**src/rtl/uart_rx_frame_ctrl.sv**
```systemverilog
// uart_rx_frame_ctrl
// Reassembles one frame from the UART Rx byte stream. A frame is PAYLOAD_BYTES
// of payload followed by a 2-byte CRC16, sent MSB first. A bit-serial CRC16
// engine runs over every byte, including the received CRC, so a good frame
// leaves a zero residue. A good payload is then held on data_out with
// frame_valid until frame_ack. Bad, truncated and overrun frames are dropped,
// and each case raises a one-cycle error pulse.
//
// Ports
//   clk          : rising-edge clock
//   reset        : asynchronous active-low reset
//   en           : receiver enable; low forces IDLE
//   rx_done      : one-cycle pulse, rx_data holds a new byte
//   rx_data      : byte from the UART Rx
//   rx_frame_err : one-cycle pulse, stop-bit error on the current byte
//   frame_ack    : downstream has taken data_out
//   data_out     : payload; first received byte in the MSBs
//   frame_valid  : data_out holds a CRC-checked frame
//   busy         : frame reception or delivery in progress
//   crc_err      : pulse, CRC residue nonzero
//   timeout_err  : pulse, inter-byte gap expired mid-frame
//   overrun_err  : pulse, byte arrived when it could not be accepted
//   frame_err    : pulse, UART framing error seen
module uart_rx_frame_ctrl #(
  parameter int          PAYLOAD_BYTES  = 16,
  parameter int          TIMEOUT_CYCLES = 100000,
  parameter logic [15:0] CRC_POLY       = 16'h1021,
  parameter logic [15:0] CRC_INIT       = 16'hFFFF
) (
  input  logic                       clk,
  input  logic                       reset,
  input  logic                       en,
  input  logic                       rx_done,
  input  logic [7:0]                 rx_data,
  input  logic                       rx_frame_err,
  input  logic                       frame_ack,
  output logic [8*PAYLOAD_BYTES-1:0] data_out,
  output logic                       frame_valid,
  output logic                       busy,
  output logic                       crc_err,
  output logic                       timeout_err,
  output logic                       overrun_err,
  output logic                       frame_err
);

  localparam int CW = $clog2(PAYLOAD_BYTES + 3);
  localparam int TW = $clog2(TIMEOUT_CYCLES + 1);
  localparam int DW = 8 * PAYLOAD_BYTES;
  localparam logic [CW-1:0] CNT_PAYLOAD = CW'(PAYLOAD_BYTES);
  localparam logic [CW-1:0] CNT_FRAME   = CW'(PAYLOAD_BYTES + 2);
  localparam logic [TW-1:0] TMO_LAST    = TW'(TIMEOUT_CYCLES - 1);

  typedef enum logic [2:0] {
    S_IDLE,
    S_WAIT_BYTE,
    S_CRC_SHIFT,
    S_CHECK,
    S_DELIVER
  } state_t;

  state_t          r_state, w_state;
  logic [CW-1:0]   r_cnt, w_cnt;
  logic [15:0]     r_crc, w_crc;
  logic [TW-1:0]   r_tmo, w_tmo;
  logic [7:0]      r_shift, w_shift;
  logic [2:0]      r_bit, w_bit;
  logic            r_abort, w_abort;
  logic [DW-1:0]   r_data, w_data;
  logic            r_valid, w_valid;
  logic            r_crc_err, w_crc_err;
  logic            r_tmo_err, w_tmo_err;
  logic            r_ovr_err, w_ovr_err;
  logic            r_fe_err, w_fe_err;
  // Errors seen in the cycle frame_valid rises are reported one cycle later.
  logic            r_pend_ovr, w_pend_ovr;
  logic            r_pend_fe, w_pend_fe;

  logic            w_ev_fe;
  logic            w_ev_ovr;
  logic [15:0]     w_crc_step;

  // A framing error outranks a simultaneous rx_done.
  assign w_ev_fe  = rx_frame_err;
  assign w_ev_ovr = rx_done && !rx_frame_err;

  assign w_crc_step = {r_crc[14:0], 1'b0} ^ ((r_crc[15] ^ r_shift[7]) ? CRC_POLY : 16'h0000);

  always_comb begin
    // NOTE: every variable gets a default before the case so no path leaves
    // one unassigned; otherwise synthesis infers a latch.
    w_state    = r_state;
    w_cnt      = r_cnt;
    w_crc      = r_crc;
    w_tmo      = r_tmo;
    w_shift    = r_shift;
    w_bit      = r_bit;
    w_abort    = r_abort;
    w_data     = r_data;
    w_valid    = r_valid;
    w_crc_err  = 1'b0;
    w_tmo_err  = 1'b0;
    w_ovr_err  = r_pend_ovr;
    w_fe_err   = r_pend_fe;
    w_pend_ovr = 1'b0;
    w_pend_fe  = 1'b0;

    unique case (r_state)
      S_IDLE: begin
        if (en) begin
          w_state = S_WAIT_BYTE;
          w_cnt   = '0;
          w_crc   = CRC_INIT;
          w_tmo   = '0;
          w_abort = 1'b0;
        end
      end

      S_WAIT_BYTE: begin
        if (w_ev_fe) begin
          w_fe_err = 1'b1;
          w_cnt    = '0;
          w_crc    = CRC_INIT;
          w_tmo    = '0;
        end else if (rx_done) begin
          w_shift = rx_data;
          if (r_cnt < CNT_PAYLOAD) begin
            w_data = {r_data[DW-9:0], rx_data};
          end
          w_cnt   = r_cnt + 1'b1;
          w_tmo   = '0;
          w_bit   = '0;
          w_abort = 1'b0;
          w_state = S_CRC_SHIFT;
        end else if (r_cnt != '0) begin
          if (r_tmo == TMO_LAST) begin
            w_tmo_err = 1'b1;
            w_cnt     = '0;
            w_crc     = CRC_INIT;
            w_tmo     = '0;
          end else begin
            w_tmo = r_tmo + 1'b1;
          end
        end
      end

      S_CRC_SHIFT: begin
        w_crc   = w_crc_step;
        w_shift = {r_shift[6:0], 1'b0};
        w_bit   = r_bit + 1'b1;
        if (w_ev_fe) begin
          w_fe_err = 1'b1;
          w_abort  = 1'b1;
        end else if (w_ev_ovr) begin
          w_ovr_err = 1'b1;
          w_abort   = 1'b1;
        end
        if (r_bit == 3'd7) begin
          if (r_abort || w_ev_fe || w_ev_ovr) begin
            // Partial frame is discarded once the byte finishes shifting.
            w_state = S_WAIT_BYTE;
            w_cnt   = '0;
            w_crc   = CRC_INIT;
            w_abort = 1'b0;
          end else if (r_cnt == CNT_FRAME) begin
            w_state = S_CHECK;
          end else begin
            w_state = S_WAIT_BYTE;
          end
        end
      end

      S_CHECK: begin
        w_cnt   = '0;
        w_crc   = CRC_INIT;
        w_state = S_WAIT_BYTE;
        if (w_ev_fe) begin
          w_fe_err = 1'b1;
        end else if (w_ev_ovr) begin
          w_ovr_err = 1'b1;
        end else if (r_crc == 16'h0000) begin
          w_state = S_DELIVER;
        end else begin
          w_crc_err = 1'b1;
        end
      end

      S_DELIVER: begin
        // frame_valid rises on the edge after entry and stays until acked.
        if (r_valid && frame_ack) begin
          w_valid = 1'b0;
          w_state = S_WAIT_BYTE;
        end else begin
          w_valid = 1'b1;
        end
        if (r_valid) begin
          w_fe_err  = w_fe_err  | w_ev_fe;
          w_ovr_err = w_ovr_err | w_ev_ovr;
        end else begin
          w_pend_fe  = w_ev_fe;
          w_pend_ovr = w_ev_ovr;
        end
      end

      default: begin
        w_state = S_IDLE;
      end
    endcase

    // Disable wins over everything; data_out keeps its contents.
    if (!en) begin
      w_state    = S_IDLE;
      w_valid    = 1'b0;
      w_cnt      = '0;
      w_crc      = CRC_INIT;
      w_tmo      = '0;
      w_abort    = 1'b0;
      w_crc_err  = 1'b0;
      w_tmo_err  = 1'b0;
      w_ovr_err  = 1'b0;
      w_fe_err   = 1'b0;
      w_pend_ovr = 1'b0;
      w_pend_fe  = 1'b0;
    end
  end

  always_ff @(posedge clk or negedge reset) begin
    if (!reset) begin
      r_state    <= S_IDLE;
      r_cnt      <= '0;
      r_crc      <= CRC_INIT;
      r_tmo      <= '0;
      r_shift    <= '0;
      r_bit      <= '0;
      r_abort    <= 1'b0;
      // NOTE: the payload register is a visible output with a defined reset
      // value, so it is reset like any control flop rather than left as
      // uninitialised storage.
      r_data     <= '0;
      r_valid    <= 1'b0;
      r_crc_err  <= 1'b0;
      r_tmo_err  <= 1'b0;
      r_ovr_err  <= 1'b0;
      r_fe_err   <= 1'b0;
      r_pend_ovr <= 1'b0;
      r_pend_fe  <= 1'b0;
    end else begin
      // NOTE: non-blocking assignments so every flop samples pre-edge values.
      r_state    <= w_state;
      r_cnt      <= w_cnt;
      r_crc      <= w_crc;
      r_tmo      <= w_tmo;
      r_shift    <= w_shift;
      r_bit      <= w_bit;
      r_abort    <= w_abort;
      r_data     <= w_data;
      r_valid    <= w_valid;
      r_crc_err  <= w_crc_err;
      r_tmo_err  <= w_tmo_err;
      r_ovr_err  <= w_ovr_err;
      r_fe_err   <= w_fe_err;
      r_pend_ovr <= w_pend_ovr;
      r_pend_fe  <= w_pend_fe;
    end
  end

  assign data_out    = r_data;
  assign frame_valid = r_valid;
  assign busy        = !((r_state == S_IDLE) || ((r_state == S_WAIT_BYTE) && (r_cnt == '0)));
  assign crc_err     = r_crc_err;
  assign timeout_err = r_tmo_err;
  assign overrun_err = r_ovr_err;
  assign frame_err   = r_fe_err;

endmodule

```
**config.mk**
```make
export PLATFORM = sky130hd
export DESIGN_NAME = uart_rx_frame_ctrl
export DESIGN_NICKNAME = d
export VERILOG_FILES = /design/src/rtl/uart_rx_frame_ctrl.sv
export SDC_FILE = /design/constraint.sdc
export NUM_CORES = 1
export LEC_CHECK = 0
export ABC_AREA = 1
export CAP_MARGIN = 20
export CORE_ASPECT_RATIO = 0.9
export CORE_UTILIZATION = 48
export DETAILED_ROUTE_END_ITERATION = 16
export GPL_TIMING_DRIVEN = 0
export PLACE_DENSITY_LB_ADDON = 0.1
export SKIP_LAST_GASP = 1
export SYNTH_ARGS = -nofsm -noshare
export SYNTH_HDL_FRONTEND = slang
export SYNTH_SLANG_ARGS = --single-unit
```
**constraint.sdc**
```tcl
create_clock -name clk -period 2.7 [get_ports clk]
set_input_delay 0.405 -clock clk [delete_from_list [all_inputs] [get_ports clk]]
set_output_delay 0.405 -clock clk [all_outputs]
set_load 0.01 [all_outputs]
```
==> Word-level counts from Yosys, hierarchy flattened <==
Cells that the tools add are included.
{ "totals": {"register_bits": 188, "input_bits": 14, "output_inout_bits": 134, "elab_cells": 147} }
{ "classes": {"add_sub_neg": 3, "magnitude_cmp": 1, "n_eq_ne": 23, "mux": 77, "bitwise": 5, "reduce_logical": 23} }
{ "ops": {"columns": ["operator", "count"], "rows": [
  ["16-bit two-way mux", 7],
  ["17-bit two-way mux", 5],
  ["16-bit one-hot mux with 3 select lines", 1],
  ["5-bit two-way mux", 7],
  ["1-bit two-way mux", 34],
  ["17-bit one-hot mux with 2 select lines", 1],
  ["3-bit two-way mux", 10],
  ["17-bit by 1-bit adder with 17-bit output, second input constant", 1],
  ["17-bit == test, second input constant", 1],
  ["16-bit zero test", 1],
  ["8-bit two-way mux", 2],
  ["8-bit one-hot mux with 2 select lines", 1],
  ["16-bit by 13-bit bitwise XOR with 16-bit output", 1],
  ["3-bit != test, second input constant", 5],
  ["3-bit one-hot mux with 5 select lines", 1],
  ["5-bit one-hot mux with 3 select lines", 1],
  ["13-bit two-way mux", 1],
  ["4-bit != test, second input constant", 3],
  ["4-bit AND reduction", 3],
  ["5-bit != test, second input constant", 2],
  ["3-bit by 2-bit == test with 1-bit output, second input constant", 2],
  ["3-bit == test, second input constant", 2],
  ["3-bit one-hot mux with 2 select lines", 1],
  ["3-bit AND reduction", 2],
  ["other kinds (27)", 37]
]} }

==> Depth between registers and ports, before layout <==
Gate-level depths: netlist (run 1).
{ "depth": {"word_depth": 8, "depth_mapped": 12, "mapped_depth_nobuf": 12} }

==> Least setup slack after synthesis (run 1) <==
No wires, ideal clock.
{ "synth_path": {"path_type": "reg-to-reg", "start": "reg r_cnt[0]", "end": "reg r_tmo[4]", "arrival_ns": 1.409, "required_ns": 2.583, "setup_slack_ns": 1.174, "stages_incl_launch_ff": 11, "path_buffers": 1, "synth_period_minus_slack_ns": 1.526, "cell_sequence": "dfrtp_1 inv_1 ha_1 inv_1 nor2_1 nand3_1 o21ai_1 buf_2 nor2_1 o21ai_1 inv_1"} }
{ "synth_between": {"elab_chain_cells": 3} }
{ "synth_lines": {"columns": ["item", "line_no", "rtl"], "rows": [
  ["from (decl)", "62", "logic [CW-1:0] r_cnt, w_cnt;"],
  ["from (signal assigned)", "249", "r_cnt <= w_cnt;"],
  ["5-bit nonzero test", "134", "end else if (r_cnt != '0) begin"],
  ["5-bit != test (no source line)", null, null],
  ["2-bit AND reduction (no source line)", null, null],
  ["to (signal assigned)", "251", "r_tmo <= w_tmo;"],
  ["to (decl)", "64", "logic [TW-1:0] r_tmo, w_tmo;"]
]} }
No other way between the ends.
A chain may end at the register's enable or synchronous reset.

==> Worst setup path after layout (run 1) <==
{ "layout_path": {"start": "reg r_cnt[0]", "end": "out busy"} }
{ "layout_between": {"elab_chain_cells": 4} }
{ "layout_lines": {"columns": ["item", "line_no", "rtl"], "rows": [
  ["5-bit zero test", "268", "assign busy = !((r_state == S_IDLE) || ((r_state == S_WAIT_BYTE) && (r_cnt == '0)));"],
  ["1-bit logical AND", "268", null],
  ["1-bit logical OR", "268", null],
  ["1-bit zero test", "268", null],
  ["to (decl)", "39", "output logic busy,"]
]} }
No other way between the ends.

==> results.py, run 1 <==
metrics = {
    "outcome": {
        "outcome": "complete, no violations",
    },
    "floorplan": {
        "rows": 45,
        "fp.dieH_um": 126,
        "die_w_um": 140,
        "floorplan.die_area_mm2": 0.0177,
        "ios": 148,
        "coreArea_mm2": 0.0168,
        "start_util_pct": 49.0,
    },
    "synthesis": {
        "avgSynthCellArea_um2": 8.44,
        "syn-num-nets": 998,
        "synthCells": 978,
        "synth-seq-area-share_pct": 57.2,
        "ys_warn_count": 0,
        "ys_seq_elements": 188,
        "synth_cell_types": 33,
        "synth_area_mm2": 0.00826,
    },
    "final_layout": {
        "diodes": 0,
        "fillers": 1438,
        "drive_above_1_share_pct": 7.87,
        "final_net_count": 1165,
        "mostFrequentLayoutCell": "nand2_1",
        "area_growth_pct": 28.4,
        "post-route-cell-area_mm2": 0.0106,
        "layout_common_cells": "nand2_1 (327), dfrtp_1 (172), clkdlybuf4s50_1 (145), nand3_1 (135), nor2_1 (95)",
    },
    "global_route": {
        "grt_pass1_wl_mm": 34.4,
        "grt_pass1_vias": 6730,
        "antenna_found_initial": 0,
        "grt_usage_pct": 24.7,
        "grt-ovfl-total": 0,
        "grt_max_degree": 100,
    },
    "placement": {
        "dpl_cell_area_mm2": 0.0100,
        "gp_congestion": 0.923,
        "dp_hpwl_mm": 14.7,
        "port_buffers": 146,
    },
    "routing": {
        "antenna_left": 0,
        "routed_via_density": 5.23,
        "drcViolationCount": 0,
        "first_iter_violations": 529,
        "first_pass_iters": 5,
        "vias": 7153,
        "wirelength_mm": 20.6,
        "wl_per_cell_um": 15.1,
    },
    "power_and_ir_drop": {
        "irDropWorstVdd_uv": 601,
        "powerDensity_mw_per_mm2": 917,
        "p_leak_nw": 5.38,
    },
    "critical_path": {
        "reg2reg_depth": 5,
        "cp.arrival_ns": 2.10,
        "cp-start-kind": "flop",
        "path_class": "flop to output port",
        "worstPathRequired_ns": 2.30,
        "rrSetupSlack_ns": 0.71,
        "crit_fanout": 5,
        "end_kind": "output port",
    },
    "clock_tree": {
        "clock_latency_ns": 0.44,
        "clk_path_buf_depth": 2,
        "clk_pin_slew_ns": 0.07,
        "cts-buffers-inserted": 17,
        "cts.sinks": 188,
        "root_buffer": "clkbuf_16",
        "cts_setup_buffers": 0,
        "cts_tree": "built",
        "cts.repair.resized": 0,
        "htreeDepth": 4,
    },
    "timing": {
        "rsz0062_at_grt": "false",
        "relSlewSlack_pct": 54.1,
        "fmax_ghz": 0.399,
        "period_minus_slack_ns": 2.51,
        "slew_viol_final": 0,
        "clock_skew_ns": 0.0119,
        "timing.final.crit_share_pct": 92.9,
        "setup_tns_ns": 0,
        "holdWs_ns": 0.258,
        "hold_viol_final": 0,
        "setup_viol": 0,
        "worst_slew_pin_slew_ns": 0.688,
    },
    "min_path": {
        "hold_depth": 3,
        "min_path_type": "input port to flop",
    },
    "job": {
        "cap_violations": 0,
    },
}
## cells by family (layout without fill, tap and decap cells)
group	Yosys count	count (layout)	share of synthesized area, %
AND/OR/NAND/NOR	583	583	29.5
flip-flops	188	188	57.2
buffers and inverters	121	300	6.80
AO/OA/AOI/OAI	74	74	4.88
adder cells (fa/ha/maj)	6	6	0.909
XOR/XNOR	6	6	0.637
## Yosys cell counts
cell type	instances	share of area (%)
dfstp_2	16	5.1
clkinv_2	1	0.061
nor3_4	1	0.20
a21oi_1	32	1.9
o21ai_0	23	1.4
ha_1	6	0.91
o21ai_1	4	0.24
inv_1	67	3.0
a22o_1	2	0.21
nor3_1	8	0.49
inv_4	1	0.076
nand3b_1	1	0.091
nand4_1	8	0.61
buf_6	6	0.82
nor2_2	1	0.076
nand2_4	2	0.27
o221ai_1	1	0.11
buf_4	13	1.2
o22ai_1	8	0.61
clkbuf_1	19	0.86
nand2_2	1	0.076
o21bai_1	2	0.18
nor2_1	95	4.3
nand3_1	135	8.2
a22oi_1	1	0.091
dfrtp_1	172	52
inv_2	6	0.27
o21ai_2	1	0.11
nor4_1	3	0.23
buf_2	8	0.49
xor2_1	6	0.64
nor2_4	1	0.14
nand2_1	327	15
## sequential cells by signal, summed over array words and instances, names as in the netlist, 3 cells and up
register and count:
r_state 3, r_shift 8, r_tmo 17, r_crc 16, data_out 128, r_bit 3
r_cnt 5
## per-stage QoR
| step | std cells | util, % | total power, mW | worst slack [ns] |
|---|---|---|---|---|
| 2_1_floorplan | 978 | - | 5.47 | 1.17 |
| 3_3_place_gp | 1335 | 59.3 | 7.22 | -6.69 |
| 3_5_place_dp | 1336 | 59.5 | 7.28 | 0.302 |
| 4_1_cts | 1368 | 63.0 | 9.79 | 0.180 |
| 5_1_grt | 1368 | 63.0 | 10.3 | 0.0761 |
| 6_report | 1368 | 63.0 | 9.72 | 0.193 |
## where the power goes
part,switching [mW],total (mW),leakage [nW],internal (mW)
sequential,0.613,4.14,2.46,3.53
combinational,1.56,3.10,2.63,1.54
clock,1.17,2.48,0.286,1.31
## area by class of cell
type,count,area (um2),share of cell area (%)
Buffer,46,277,2.61
Clock buffer,17,425,4.01
Clock inverter,14,154,1.45
Inverter,75,285,2.69
Multi-Input combinational cell,669,2970,28.0
Sequential cell,188,4720,44.6
Tap cell,211,264,2.49
Timing Repair Buffer,148,1500,14.2
## timing repair
action / 4_1_cts / 5_1_grt
endpoints found under the setup margin: 0 / 0
hold buffers: 1 / 0
endpoints found under the hold margin: 17 / 0
## worst paths after layout
kind                           start           to
max                         r_cnt[0]         busy
min                               en    frame_err
max reg2reg                 r_cnt[4]  data_out[9]
min reg2reg                r_pend_fe    frame_err
max in group asynchronous      reset    r_crc[13]
min in group asynchronous      reset    r_tmo[14]
## routing by layer
metal  part of all wire, %  global-route usage [%]
met2                    44                    36.2
met4                   1.3                    7.43
met5                     0                       0
met1                    49                    36.8
met3                   5.9                    5.29
## worst max-delay path, stage by stage, from the launching register on
cell and delay (ns):
dfrtp_1 0.41, inv_1 0.09, ha_1 0.21, inv_1 0.05, nor2_1 0.04, nand2_1 0.09, inv_1 0.05, a22oi_1 0.16
clkdlybuf4s50_1 0.57
Power figures use the tool's default switching activity.
==> run 2, diff against run 1 <==
--- a/config.mk
+++ b/config.mk
@@ -6,7 +6,6 @@
 export NUM_CORES = 1
 export LEC_CHECK = 0
 export ABC_AREA = 1
-export CAP_MARGIN = 20
 export CORE_ASPECT_RATIO = 0.9
 export CORE_UTILIZATION = 48
 export DETAILED_ROUTE_END_ITERATION = 16
==> results of run 2 <==
Same layout as run 1: the final DEF is identical, and so are final timing and power.
==> run 3, diff against run 2 <==
--- a/config.mk
+++ b/config.mk
@@ -10,7 +10,7 @@
 export CORE_UTILIZATION = 48
 export DETAILED_ROUTE_END_ITERATION = 16
 export GPL_TIMING_DRIVEN = 0
-export PLACE_DENSITY_LB_ADDON = 0.1
+export PLACE_DENSITY = 0.74
 export SKIP_LAST_GASP = 1
 export SYNTH_ARGS = -nofsm -noshare
 export SYNTH_HDL_FRONTEND = slang
==> results.py, run 3 (synthesis results as in run 1) <==
metrics = {
    "placement": {
        "placed_cells": 1336,
        "pre_cts_ws_ns": 0.300,
        "port_buffers": 146,
        "gp_congestion": 0.908,
        "dp_hpwl_mm": 14.8,
    },
    "final_layout": {
        "area_growth_pct": 28.2,
        "drive_above_1_share_pct": 7.87,
        "final_net_count": 1164,
        "fin_util_pct": 62.8,
        "layout_common_cells": "nand2_1 (327), dfrtp_1 (172), clkdlybuf4s50_1 (145), nand3_1 (135), nor2_1 (95)",
        "stdcell_count": 1368,
        "mostFrequentLayoutCell": "nand2_1",
        "diodes": 0,
        "largest_reg_flops": 128,
    },
    "power_and_ir_drop": {
        "power_frac_seq_pct": 42.9,
        "powerDensity_mw_per_mm2": 916,
        "p_clk_share_pct": 25.1,
        "p_leak_nw": 5.36,
        "switching_power_mw": 3.39,
        "swShare_pct": 34.9,
        "irDropWorstVdd_uv": 654,
        "intPower_mw": 6.31,
        "pwr-share-comb_pct": 32.1,
    },
    "global_route": {
        "grt-ovfl-total": 0,
        "antenna_found_initial": 0,
        "grt_usage_pct": 25.2,
        "grt_pass1_wl_mm": 35.1,
        "grt_pass1_vias": 6959,
        "grt_max_degree": 118,
    },
    "timing": {
        "timing.final.crit_share_pct": 93.4,
        "fmax_ghz": 0.396,
        "setup_viol": 0,
        "worst_slew_pin_slew_ns": 0.921,
        "rsz0062_at_grt": "false",
        "clock_skew_ns": 0.0142,
        "relSlewSlack_pct": 38.6,
        "period_minus_slack_ns": 2.52,
        "slew_viol_final": 0,
        "hold_viol_final": 0,
        "finalWorstSetupSlack_ns": 0.178,
    },
    "floorplan": {
        "start_util_pct": 49.0,
        "die_w_um": 140,
        "rows": 45,
        "fp.dieH_um": 126,
        "ios": 148,
        "floorplan.die_area_mm2": 0.0177,
        "coreArea_mm2": 0.0168,
    },
    "routing": {
        "antenna_left": 0,
        "wirelength_mm": 21.2,
        "first_iter_violations": 567,
        "wl_per_cell_um": 15.5,
        "routed_via_density": 5.30,
        "vias": 7256,
        "first_pass_iters": 7,
        "drcViolationCount": 0,
    },
    "clock_tree": {
        "cts-buffers-inserted": 17,
        "clock_latency_ns": 0.44,
        "clk_pin_slew_ns": 0.08,
        "cts.sinks": 188,
        "htreeDepth": 4,
        "clk_path_buf_depth": 2,
        "cts_tree": "built",
        "cts_setup_buffers": 0,
        "cts.repair.resized": 0,
        "root_buffer": "clkbuf_16",
        "cts.hold.buffers_added": 0,
    },
    "critical_path": {
        "crit_fanout": 5,
        "cp-start-kind": "flop",
        "end_kind": "output port",
        "crit_top_cell": "inv_1",
        "path_class": "flop to output port",
        "critPathTopFamily": "buffers and inverters",
        "cp.arrival_ns": 2.12,
        "path_cells": "inv_1 -> ha_1 -> inv_1 -> nor2_1 -> nand2_1 -> inv_1 -> a22oi_1 -> clkdlybuf4s50_1",
        "reg2reg_from": "r_cnt[4]",
        "worstSetupStartpoint": "r_cnt[0]",
        "rrSetupSlack_ns": 0.77,
        "worstPathRequired_ns": 2.30,
        "slowest_stage": "clkdlybuf4s50_1",
        "crit_buf_inv": 4,
        "slowest_delay_ns": 0.57,
    },
    "job": {
        "cap_violations": 0,
    },
    "min_path": {
        "min_path_type": "input port to async pin",
    },
    "outcome": {
        "outcome": "complete, no violations",
    },
}
run 3: cell types whose count changed in the layout (fill, tap and decap cells not counted), moves of 2 or more:
cell        before  now
clkinv_4         6    3
clkinvlp_4       0    2
inv_6            3    5
inv_8            4    2
run 3: power by group through the flow:
stage               combinational [mW]  sequential [mW]  clock (mW)
finish                            3.11             4.16        2.43
global route                      3.42             4.25        2.59
CTS                               3.13             4.15        2.47
detailed placement                3.11             4.19           0
global placement                  3.04             4.19           0
floorplan                         1.15             4.32           0
run 3: final timing paths:
check,to,depth (start not counted)
worst max-delay path,busy,8
worst min-delay path,r_bit[0],1
worst max register to register,data_out[8],5
worst min register to register,data_out[125],2
max in group asynchronous,r_crc[6],2
min in group clk,frame_err,3
run 3: routing by layer:
metal / track usage (%) / part of all wire, % / up-vias
met5: 0 / 0 / -
met4: 8.02 / 1.7 / 0
met3: 5.93 / 6.8 / 31
met2: 39.2 / 46 / 280
met1: 35.2 / 45 / 3483
li1: - / - / 3462
run 3: cell type report:
type	instances	area (um2)
flip-flops and latches	188	4720
plain buffers	46	277
well taps	211	264
fillers	1414	6250
repair buffers	147	1490
multi-input cells	669	2970
inverters	75	285
clock inverters	13	124
clock buffers	19	443
run 3: stage by stage:
stage | power [mW] | TNS, ns | hold slack [ns] | cell area, um2
floorplan | 5.47 | 0 | 0.109 | 8260
global placement | 7.23 | -1194.57 | 0.437 | 9980
detailed placement | 7.29 | 0 | 0.458 | 10000
CTS | 9.75 | 0 | 0.0849 | 10600
global route | 10.3 | 0 | 0.118 | 10600
finish | 9.70 | 0 | 0.0304 | 10600
==> edit 1: new RTL, config.mk and constraints of run 3 <==
The 5 states of `state_t` get a one-hot encoding in 5 bits.
--- a/src/rtl/uart_rx_frame_ctrl.sv
+++ b/src/rtl/uart_rx_frame_ctrl.sv
@@ -50,12 +50,12 @@
   localparam logic [CW-1:0] CNT_FRAME   = CW'(PAYLOAD_BYTES + 2);
   localparam logic [TW-1:0] TMO_LAST    = TW'(TIMEOUT_CYCLES - 1);
 
-  typedef enum logic [2:0] {
-    S_IDLE,
-    S_WAIT_BYTE,
-    S_CRC_SHIFT,
-    S_CHECK,
-    S_DELIVER
+  typedef enum logic [4:0] {
+    S_IDLE      = 5'b00001,
+    S_WAIT_BYTE = 5'b00010,
+    S_CRC_SHIFT = 5'b00100,
+    S_CHECK     = 5'b01000,
+    S_DELIVER   = 5'b10000
   } state_t;
 
   state_t          r_state, w_state;
Behaviour: same outputs for any inputs over 4 cycles, from zero or initial values and one cycle with reset low; so few cycles prove little.
==> edit 1 against run 3 <==
Total power rose by 14%; sequential cell count rose by 2; sequential power rose by 10%; final area rose by 2.9%; wire length fell by 1.2%; worst setup slack improved by 0.032 ns; utilization rose by 0.75 points; largest cell class unchanged; via count fell by 4.7%; combinational power rose by 27%; clock skew fell by 0.0035 ns; largest power group unchanged; global-route usage fell by 1.2 points; area after synthesis rose by 2.9%.
==> edit 1: results (changes against run 3) <==
[global_routing]
met2_usage_pct = 38.3  ; -0.91 points
grt_pass1_wl_um = 33400  ; -4.7%
met1_usage_pct = 33.0  ; -2.1 points
use_met3_pct = 4.03  ; -1.9 points
grt_pass1_vias = 6451  ; -7.3%

[drt]
routedWlPerCell_um = 15.4  ; -0.39%
vias_per_cell = 5.10  ; -3.9%
wl_met2_um = 9640  ; -1.2%
firstDrtPassIters = 5  ; -2
drtIter0Drc = 387  ; -32%
wl_met3_um = 1130  ; -22%

[logic_synthesis]
syn_avg_cell_area_um2 = 9.02  ; +6.9%
yosys-top-cells-area = dfrtp_1, nand2_1, inv_1
synth_commonest_cells = dfrtp_1, nand2_1, inv_1
yosysSeqAreaShare_pct = 56.2  ; -1.0 points
synth_fp_nets = 962  ; -3.6%
yosysUniqueCellTypes = 34  ; +3.0%

[outcome]
status = finished clean

[placement]
pre_cts_ws_ns = 0.302  ; +0.00180 ns
place_area_um2 = 10300  ; +2.7%
gp_congestion = 0.916  ; +0.83%
place_inst = 1324  ; -0.90%

[pwr]
p_sw_w = 0.00375  ; +11%
internal_power_w = 0.00730  ; +16%
ir_drop_mv = 0.538  ; -18%
leakagePower_nw = 5.04  ; -6.0%
seq_power_w = 0.00458  ; +10%

[worst_setup_path]
rr_startpoint = r_state[1]$_DFFE_PN0P_
cp.arrival_ns = 2.08  ; -0.04 ns
rr_worst_depth = 7  ; +2

[sta]
worstMarginPinSlew_ns = 0.578  ; -0.343 ns
finClkSkew_ns = 0.0107  ; -0.00348 ns
timing.hold.ws_ns = 0.284  ; +0.253 ns

[cells_and_area]
drive_above_1_share_pct = 14.2  ; +6.3 points
fin_nets = 1129  ; -3.0%
fin_cells = 1357  ; -0.80%

[min_path]
hold_path.class = in2reg

## edit 1: cell count changes after synthesis, sizes merged, moves of 5 or more
| cell | run 3 | this run |
|---|---|---|
| a21oi | 32 | 90 |
| clkbuf | 19 | 6 |
| inv | 74 | 137 |
| nand2 | 330 | 161 |
| nand3 | 135 | 46 |
| nand4 | 8 | 16 |
| nor2 | 97 | 139 |
| o211ai | 0 | 5 |
| o21ai | 28 | 83 |
| o22ai | 8 | 1 |
## edit 1: what timing repair did
item | 4_1_cts | 5_1_grt
endpoints found under the setup margin | 0 | 0
hold buffers | 1 | 0
hold endpoints to repair | 76 | 0
## edit 1: kinds of logic (layout without fill, tap and decap cells)
family          count (synthesis)  after routing  share of synthesized area, %
xor+xnor                        4              4                         0.412
simple gates                  376            376                          18.9
buf+inv                       174            354                          9.29
mux                             3              3                         0.398
fa+ha+maj                       6              6                         0.883
flops                         190            190                          56.2
compound gates                189            189                          13.9
## edit 1: area by class of cell
type                       instances  area (um2)
clock inverter                    11         120
inverter                         137         514
fill                            1476        6230
multi-input combinational        578        2930
timing repair buffer             148        1500
tap                              235         294
sequential                       190        4780
buffer                            37         275
clock buffer                      21         470
## edit 1: worst max path at each step
stage	cells after the start	startpoint	to
final	6	r_cnt[0]$_DFFE_PN0P_	busy
after global routing	6	r_cnt[0]$_DFFE_PN0P_	busy
after CTS	6	r_cnt[0]$_DFFE_PN0P_	busy
after detailed placement	7	rx_done	data_out[9]$_DFFE_PN0P_
after global placement	1	reset	crc_err$_DFF_PN0_
after floorplan	7	r_state[3]$_DFFE_PN0P_	data_out[1]$_DFFE_PN0P_
## edit 1: critical path, delay by kind of cell (launching register included)
family	cells	cell delay, ns
AOI/OAI and AO/OA	1	0.23
adders and majority gates	1	0.19
buffers and inverters	2	0.66
DFF	1	0.42
and+or+nand+nor	2	0.14
==> edit 2: new RTL, flow settings as in run 3 <==
Without the edit above. The parameter `TIMEOUT_CYCLES` goes from 100000 to 50000.
--- a/src/rtl/uart_rx_frame_ctrl.sv
+++ b/src/rtl/uart_rx_frame_ctrl.sv
@@ -23,7 +23,7 @@
 //   frame_err    : pulse, UART framing error seen
 module uart_rx_frame_ctrl #(
   parameter int          PAYLOAD_BYTES  = 16,
-  parameter int          TIMEOUT_CYCLES = 100000,
+  parameter int          TIMEOUT_CYCLES = 50000,
   parameter logic [15:0] CRC_POLY       = 16'h1021,
   parameter logic [15:0] CRC_INIT       = 16'hFFFF
 ) (
Formal check against the unedited RTL: same outputs for any inputs over 4 cycles, from zero or initial values and one cycle with reset low; that may be too few to reach the edited logic, so the function may still have changed.
==> edit 2 against run 3 <==
Sequential cell count is 1 lower; total power is 5.6% higher; sequential share of layout area is 0.53 points lower; maximum frequency is 4.4% higher; worst setup slack better by 0.11 ns; wire length is 0.22% higher; final area is 0.66% higher; area after synthesis is 0.50% higher.
==> edit 2: results (changes against run 3) <==
[outcome]
status = finished clean

[drt]
wl_met2_um = 9680  ; -0.75%
dr_total_vias = 7220  ; -0.50%
firstDrtPassIters = 5  ; -2

[placement]
hpwl_um = 15100  ; +1.9%
portBuffers = 147  ; +0.68%
pre_cts_ws_ns = 0.419  ; +0.118 ns
place_area_um2 = 10100  ; +0.51%
place_inst = 1346  ; +0.75%
gp_congestion = 0.907  ; -0.12%

[logic_synthesis]
yosysUniqueCellTypes = 32  ; -3.0%
synth_fp_nets = 1007  ; +0.90%
yosysSeqAreaShare_pct = 56.6  ; -0.59 points
synthCells = 987  ; +0.92%
synth_commonest_cells = nand2_1, dfrtp_1, nand3_1
yosys-top-cells-area = dfrtp_1, nand2_1, nand3_1

[cells_and_area]
nFillCells = 1460  ; +3.3%
fin_nets = 1175  ; +0.95%
multiInputGateArea_um2 = 3090  ; +4.2%
drive_above_1_share_pct = 9.08  ; +1.2 points

[sta]
slew_headroom_pct = 59.2  ; +21 points

[clock_network]
hold_buffers = 1  ; +1

[global_routing]
grt_pass1_wl_um = 34500  ; -1.5%
met1_usage_pct = 36.1  ; +0.97 points
met2_usage_pct = 37.9  ; -1.4 points
grt_max_degree = 112  ; -5.1%
use_met3_pct = 4.87  ; -1.1 points

[pwr]
seq_power_w = 0.00444  ; +6.7%
p_clk_share_pct = 24.0  ; -1.1 points

[min_path]
hold_path.class = reg2reg

[worst_setup_path]
cp.arrival_ns = 2.01  ; -0.11 ns

-- edit 2: changes by cell type in the layout (fill, tap and decap cells not counted), sizes merged, moves of 2 or more --
cell	run 3	this run
nand2	330	358
inv	81	61
a21oi	32	14
o21ai	28	41
buf	29	36
clkbuf	38	31
nand3	135	142
nand4	8	14
nor2	97	91
xnor2	0	3
bufinv	0	2
clkinvlp	2	4
o21bai	2	0
-- edit 2: cell families (layout without fill, tap and decap cells) --
kind of cell             Yosys count  after routing  share of synthesized area, %
AO/OA/AOI/OAI                     65             65                          4.15
AND/OR/NAND/NOR                  616            616                          31.4
adder cells (fa/ha/maj)            6              6                         0.905
XOR/XNOR                           8              8                         0.845
flip-flops                       187            187                          56.6
buffers and inverters            105            285                          6.06
-- edit 2: worst paths after layout --
| path | start | end | slack (ns) | cells past startpoint |
|---|---|---|---|---|
| worst max-delay path | r_cnt[0]$_DFFE_PN0P_ | busy | 0.28 | 6 |
| worst min-delay path | r_pend_fe$_DFF_PN0_ | frame_err$_DFF_PN0_ | 0.45 | 2 |
| worst max register to register | r_cnt[0]$_DFFE_PN0P_ | r_tmo[9]$_DFFE_PN0P_ | 0.83 | 10 |
| worst min register to register | r_pend_fe$_DFF_PN0_ | frame_err$_DFF_PN0_ | 0.45 | 2 |
| max in group asynchronous | reset | data_out[54]$_DFFE_PN0P_ | 1.22 | 3 |
| min in group asynchronous | reset | r_state[0]$_DFFE_PN0P_ | 0.56 | 2 |
-- edit 2: final cells by class --
class | count | share of cell area (%)
Timing Repair Buffer | 149 | 14.2
Clock buffer | 19 | 4.06
Multi-Input combinational cell | 695 | 29.1
Tap cell | 211 | 2.48
Sequential cell | 187 | 44.1
Clock inverter | 12 | 1.34
Inverter | 59 | 2.10
Buffer | 46 | 2.62
